`src/rtl/inc_dec_counter_seq.sv`:
```
// inc_dec_counter_seq
// Registered up/down counter on an add/subtract datapath. A step is applied
// either once (en) or automatically for a burst of n_ops cycles (start).
// Subtraction is done as count + ~step + 1, so the carry out of the
// WIDTH+1 bit sum is set when there is no borrow.
//
// state | meaning
// ------+--------------------------------------------------------------
// IDLE  | waiting; load, start or en act here (priority load > start > en)
// RUN   | burst in progress; one step per cycle until remaining hits 0
module inc_dec_counter_seq #(
    parameter int WIDTH = 4,
    parameter int SAT   = 0
) (
    input  logic             clk,
    input  logic             rst_n,
    input  logic             load,
    input  logic [WIDTH-1:0] load_val,
    input  logic             m,
    input  logic [WIDTH-1:0] step,
    input  logic             en,
    input  logic             start,
    input  logic [WIDTH-1:0] n_ops,
    output logic [WIDTH-1:0] count,
    output logic             wrap,
    output logic             busy,
    output logic             done
);

    typedef enum logic {
        IDLE = 1'b0,
        RUN  = 1'b1
    } state_t;

    state_t           state;
    logic [WIDTH-1:0] remaining;

    logic [WIDTH:0]   sum;
    logic             step_wrap;
    logic [WIDTH-1:0] step_next;

    // Next count and wrap flag for one step in the current mode.
    always_comb begin
        sum       = '0;
        step_wrap = 1'b0;
        step_next = '0;
        if (m) begin
            sum       = {1'b0, count} + {1'b0, step};
            step_wrap = sum[WIDTH];
        end else begin
            sum       = {1'b0, count} + {1'b0, ~step} + {{WIDTH{1'b0}}, 1'b1};
            step_wrap = ~sum[WIDTH];
        end
        if ((SAT != 0) && step_wrap) begin
            step_next = m ? {WIDTH{1'b1}} : {WIDTH{1'b0}};
        end else begin
            step_next = sum[WIDTH-1:0];
        end
    end

    // Sequencing FSM; count, wrap, busy and done are all registered here.
    always_ff @(posedge clk or negedge rst_n) begin
        if (!rst_n) begin
            state     <= IDLE;
            remaining <= '0;
            count     <= '0;
            wrap      <= 1'b0;
            busy      <= 1'b0;
            done      <= 1'b0;
        end else begin
            done <= 1'b0;
            if (load) begin
                // Load also aborts a running burst without a done pulse.
                count     <= load_val;
                wrap      <= 1'b0;
                state     <= IDLE;
                busy      <= 1'b0;
                remaining <= '0;
            end else begin
                case (state)
                    IDLE: begin
                        if (start) begin
                            if (n_ops == '0) begin
                                done <= 1'b1;
                            end else begin
                                remaining <= n_ops;
                                state     <= RUN;
                                busy      <= 1'b1;
                            end
                        end else if (en) begin
                            count <= step_next;
                            wrap  <= step_wrap;
                        end
                    end
                    RUN: begin
                        count     <= step_next;
                        wrap      <= step_wrap;
                        remaining <= remaining - 1'b1;
                        if (remaining == WIDTH'(1)) begin
                            state <= IDLE;
                            busy  <= 1'b0;
                            done  <= 1'b1;
                        end
                    end
                    default: begin
                        state <= IDLE;
                        busy  <= 1'b0;
                    end
                endcase
            end
        end
    end

endmodule
```
`config.mk`:
```
export PLATFORM = sky130hd
export DESIGN_NAME = inc_dec_counter_seq
export DESIGN_NICKNAME = d
export VERILOG_FILES = /design/src/rtl/inc_dec_counter_seq.sv
export SDC_FILE = /design/constraint.sdc
export NUM_CORES = 1
export LEC_CHECK = 0
export CORE_MARGIN = 5
export CORE_UTILIZATION = 47
export DETAILED_ROUTE_END_ITERATION = 16
export GPL_ROUTABILITY_DRIVEN = 0
export HOLD_SLACK_MARGIN = 0.02
export PLACE_DENSITY = 0.84
export SYNTH_ARGS = -nofsm -noshare
export SYNTH_HDL_FRONTEND = slang
export SYNTH_SLANG_ARGS = --single-unit
```
`constraint.sdc`:
```
create_clock -name clk -period 2.1 [get_ports clk]
set_clock_uncertainty 0.2 [all_clocks]
set_input_delay 0.63 -clock clk [delete_from_list [all_inputs] [get_ports clk]]
set_output_delay 0.63 -clock clk [all_outputs]
set_load 0.05 [all_outputs]
```
Yosys cells after proc, flatten, opt, wreduce, memory -nomap -nowiden
Index checks and enable logic that the tools add are counted.
- register bits after elaboration: 12
- bits in latches: 0
- RAM bits: 0
- bits in read-only memories: 0
- bits of input ports: 18
- output and inout bits: 7
- word-level logic and storage cells: 52
- memories kept: 0
- add/sub/neg operators: 4
- multipliers: 0
- div/mod/pow operators: 0
- $lt $le $gt $ge: 0
- eq/ne operators: 6
- shift-type cells: 0
- multiplexer cells: 29
- bitwise gates (word level): 3
- reductions and logical operators: 4
- operators with widths (kind ; number):
    2-to-1 mux 4 bit ; 7
    2-to-1 mux 1 bit ; 16
    one-hot mux 4 bit (2 select lines) ; 2
    inequality test 3 bit, second input constant ; 4
    adder 4 x 4 -> 5 bit ; 2
    one-hot mux 1 bit (2 select lines) ; 4
    adder 5 x 1 -> 5 bit, second input constant ; 1
    equality test 4 x 1 -> 1 bit, second input constant ; 1
    zero test 4 bit ; 1
    inverter 4 bit ; 1
    AND reduction 2 bit ; 2
    subtractor 4 x 1 -> 4 bit, second input constant ; 1
    inequality test 3 x 2 -> 1 bit, second input constant ; 1
    AND reduction 3 bit ; 1
    inverter 1 bit ; 2

Logic depth before layout (Yosys ltp)
- word-level depth: 9
- depth in mapped cells: 7
- depth with buffers taken out: 7

Least setup slack after synthesis
OpenSTA, ideal clock, no wires.
- kind: register -> register
- start: register count[0]
- end: register count[2]
- setup time: 83 ps
- arrival: 1790 ps
- data required time: 1817 ps
- path slack: 27 ps
- cell stages (with the launch flop): 8
- path buffers: 0
- period minus slack after synthesis: 2073 ps
- path through: dfrtp_1 -> inv_1 -> ha_1 -> fa_1 -> mux2i_1 -> xnor2_1 -> mux2i_1 -> o21ai_0
- cells in the longest elaborated chain, start to end: 7
- elaborated cells between the ends (all ways): 8
- classes of those cells: 3 x add/sub; 5 x mux
- RTL lines (what ; RTL line ; RTL):
    start, declared ; 24 ; output logic [WIDTH-1:0] count,
    start signal, assigned ; 74 ; count <= load_val;
    start signal, assigned ; 91 ; count <= step_next;
    start signal, assigned ; 96 ; count <= step_next;
    adder 4 x 4 -> 5 bit ; 51 ; sum = {1'b0, count} + {1'b0, ~step} + {{WIDTH{1'b0}}, 1'b1};
    adder 5 x 1 -> 5 bit ; 51 ;
    2-to-1 mux 4 bit (*) ; 47 ; if (m) begin
    2-to-1 mux 4 bit ; 90 ; end else if (en) begin
    2-to-1 mux 4 bit ; 82 ; if (start) begin
    one-hot mux 4 bit (2 select lines) (*) ; 80 ; case (state)
    2-to-1 mux 4 bit (*) ; 72 ; if (load) begin
Mark *: on every way between the ends. The rest lies on a longest branch, timed or not. The select of a mux whose other input is x is not followed.
A chain may end at the register's enable or synchronous reset.

Worst setup path in the final report
- start: input step[3]
- end: register wrap
- cells in the longest elaborated chain, start to end: 9
- elaborated cells between the ends (all ways): 10
- classes of those cells: 3 x add/sub; 5 x mux; 2 x bitwise
- RTL lines (what ; RTL line ; RTL):
    start, declared ; 20 ; input logic [WIDTH-1:0] step,
    inverter 4 bit ; 51 ;
    adder 4 x 4 -> 5 bit ; 51 ;
    adder 5 x 1 -> 5 bit ; 51 ;
    inverter 1 bit ; 52 ; step_wrap = ~sum[WIDTH];
    2-to-1 mux 1 bit (*) ; 47 ;
    2-to-1 mux 1 bit ; 90 ;
    2-to-1 mux 1 bit ; 82 ;
    one-hot mux 1 bit (2 select lines) (*) ; 80 ;
    2-to-1 mux 1 bit (*) ; 72 ;
    end signal, assigned ; 92 ; wrap <= step_wrap;
    end signal, assigned ; 97 ; wrap <= step_wrap;
    end, declared ; 25 ; output logic wrap,
Marked as above.

==> results.cfg <==
[floorplan]
pin_count = 25
die_area_um2 = 2910
core_um2 = 1780
die_y_um = 53.9
die_x_um = 53.9
floorplan.initialDensity_pct = 50.8
fp-row-count = 15

[flow_run]
cap_violations = 0

[pwr]
ir_worst_vdd_v = 0.000537
power_density_nw_per_um2 = 820
p_leak_nw = 0.619

[clock_network]
cts_buffers = 3
clk_latency_ns = 0.26
clock_sinks = 12
cts_root_buf = clkbuf_4
htreeDepth = 1
cts_tree = yes
clockBufferDepth = 2
clkTransAtPathRegs_ns = 0.06

[global_routing]
grt_max_degree = 15
grt_pass1_wl_um = 3940
grt_pass1_vias = 902
grt_overflow = 0
antenna_found_initial = 0
grt.total_usage_pct = 18.9

[finish]
area_delta_synth_final_pct = 52.1
nets = 168
antennaDiodeCount = 0
fill_cells = 118
drive_gt1_share_pct = 29.4

[sta]
period_share_pct = 96.8
fmax_ghz = 0.492
finalSetupViolations = 0
finalSetupTns_ns = 0
hold_violations = 0
drv_slew = 0
final_period_minus_worst_setup_slack_ns = 2.03
hold_ws_ns = 0.292
slew_headroom_pct = 66.9
worst_pin_slew_ns = 0.496

[yosys]
ys_warn_count = 0
syn_area_per_cell_um2 = 9.24
synth_top_area_cell = dfrtp_1
synthCells = 98
yosys-top-cells-area = dfrtp_1 (33%), ha_1 (14%), a211oi_1 (5.0%), inv_1 (4.6%), a21oi_1 (4.4%)
ys_seq_area_share_pct = 33.1
synth_area_um2 = 906
syn_nets = 128
synthDominantCellAreaShare_pct = 33.1
ys_seq_elements = 12
synth.distinct_cells = 28

[routing]
route.detailed.drc = 0
vias = 858
viasPerCell = 5.33
finalWirelength_um = 2350
ant_nets = 0
wire_per_inst_um = 14.6
drt_pass1_iterations = 6
first_iter_violations = 16

[critical_path]
path_class = input pin to register
critPathMaxFanout = 3
start_kind = input pin
cp.arrival_ns = 1.99
worstSetupEndpointType = register
critPathRequiredTime_ns = 2.06

[placed_design]
io_buffers = 24
hpwl_um = 1780

[run_status]
status = complete, no violations

[min_path]
hold_path.class = register to register
[cells by family (layout without fill, tap and decap cells)]
logic type / count (synthesis) / count (layout) / synth area share, %
buffers and inverters: 15 / 53 / 6.49
AO/OA/AOI/OAI: 27 / 27 / 19.3
AND/OR/NAND/NOR: 25 / 25 / 15.6
multiplexers: 3 / 3 / 3.32
XOR/XNOR: 4 / 4 / 3.87
flip-flops: 12 / 12 / 33.1
adder cells (fa/ha/maj): 12 / 12 / 18.2
[cells in the mapped netlist]
cell type  number
fa_1            2
o31ai_1         1
o41ai_1         1
a221oi_1        3
inv_1          11
nor3b_1         1
a22oi_1         1
nor2b_1         3
clkbuf_1        2
nand2b_2        1
mux2i_1         3
nand3_1         2
nor2_1          7
nand2_1         5
o211ai_1        1
xnor2_1         3
o21ai_0         5
ha_1           10
a21oi_1         8
xor2_1          1
nor3_4          1
dfrtp_1        12
nor3_1          3
a211oi_1        6
nor4_2          1
buf_2           2
nand3b_1        1
o21bai_1        1
[path summary, 6_finish.rpt]
kind                          start           end  slack (ns)  cells past startpoint
setup reg to reg           count[0]      count[2]        0.25                      7
min in group asynchronous     rst_n  remaining[1]        0.46                      2
hold / removal                 wrap          wrap        0.29                      2
setup / recovery            step[3]          wrap        0.07                      6
max in group asynchronous     rst_n      count[2]        1.09                      2
hold reg to reg                wrap          wrap        0.29                      2
[sequential cells by signal (all words and copies together) (netlist names)]
name and count:
state 1, count 4, done 1, remaining 4, wrap 1, busy 1
[worst max-delay path: stages]
cell and delay [ns]:
clkdlybuf4s50_1 0.48, inv_1 0.05, ha_1 0.32, o21ai_1 0.09
a21oi_1 0.09, o41ai_2 0.33
[metal layers]
metal / GRT usage, % / wire length [um]
met2: 36.3 / 1270
met4: 4.68 / 12
met1: 21.0 / 931
met5: 0 / 0
met3: 3.32 / 136
[per-stage QoR]
stage | instance area (um2) | instances | util, % | setup WS [ns] | total power [mW]
after floorplan | 906 | 98 | - | 0.0273 | 0.655
after global placement | 1310 | 157 | 73.5 | -0.446 | 0.913
after detailed placement | 1310 | 157 | 73.5 | -0.535 | 0.939
after CTS | 1360 | 161 | 76.3 | 0.0146 | 1.11
after global routing | 1380 | 161 | 77.3 | -0.00697 | 1.20
final | 1380 | 161 | 77.3 | 0.0662 | 1.13
[power breakdown]
group / switching [mW] / total, mW / internal, mW
Combinational: 0.327 / 0.651 / 0.324
Clock: 0.0661 / 0.132 / 0.0662
Sequential: 0.0737 / 0.347 / 0.273
Total: 0.467 / 1.13 / 0.663
[layout by cell type (no fill, tap or decap), drive strengths merged]
cell type and count:
o211ai 1, o21bai 1, nor2 7, a221oi 3
nand3 2, nand2b 1, nor2b 3, fa 2
clkbuf 4, buf 22, o41ai 1, nand2 5
a211oi 6, xor2 1, nor3b 1, a21oi 8
nor4 1, mux2i 3, a22oi 1, o21ai 5
nand3b 1, nor3 4, clkdlybuf4s50 14, inv 11
o31ai 1, dfrtp 12, ha 10, dlygate4sd2 2
xnor2 3
[layout make-up]
type / count / area (um2) / area share (%)
clock buffers: 3 / 22.5 / 1.63
inverters: 11 / 41.3 / 3.00
multi-input cells: 71 / 592 / 43.0
flip-flops and latches: 12 / 300 / 21.8
well taps: 25 / 31.3 / 2.27
repair buffers: 39 / 390 / 28.3
[timing repair]
action	4_1_cts	5_1_grt
resized for setup	15	5
buffers inserted	1	0
hold buffers	0	0
pin swaps	3	0
setup endpoints to repair	4	2
Power figures use the tool's default switching activity.
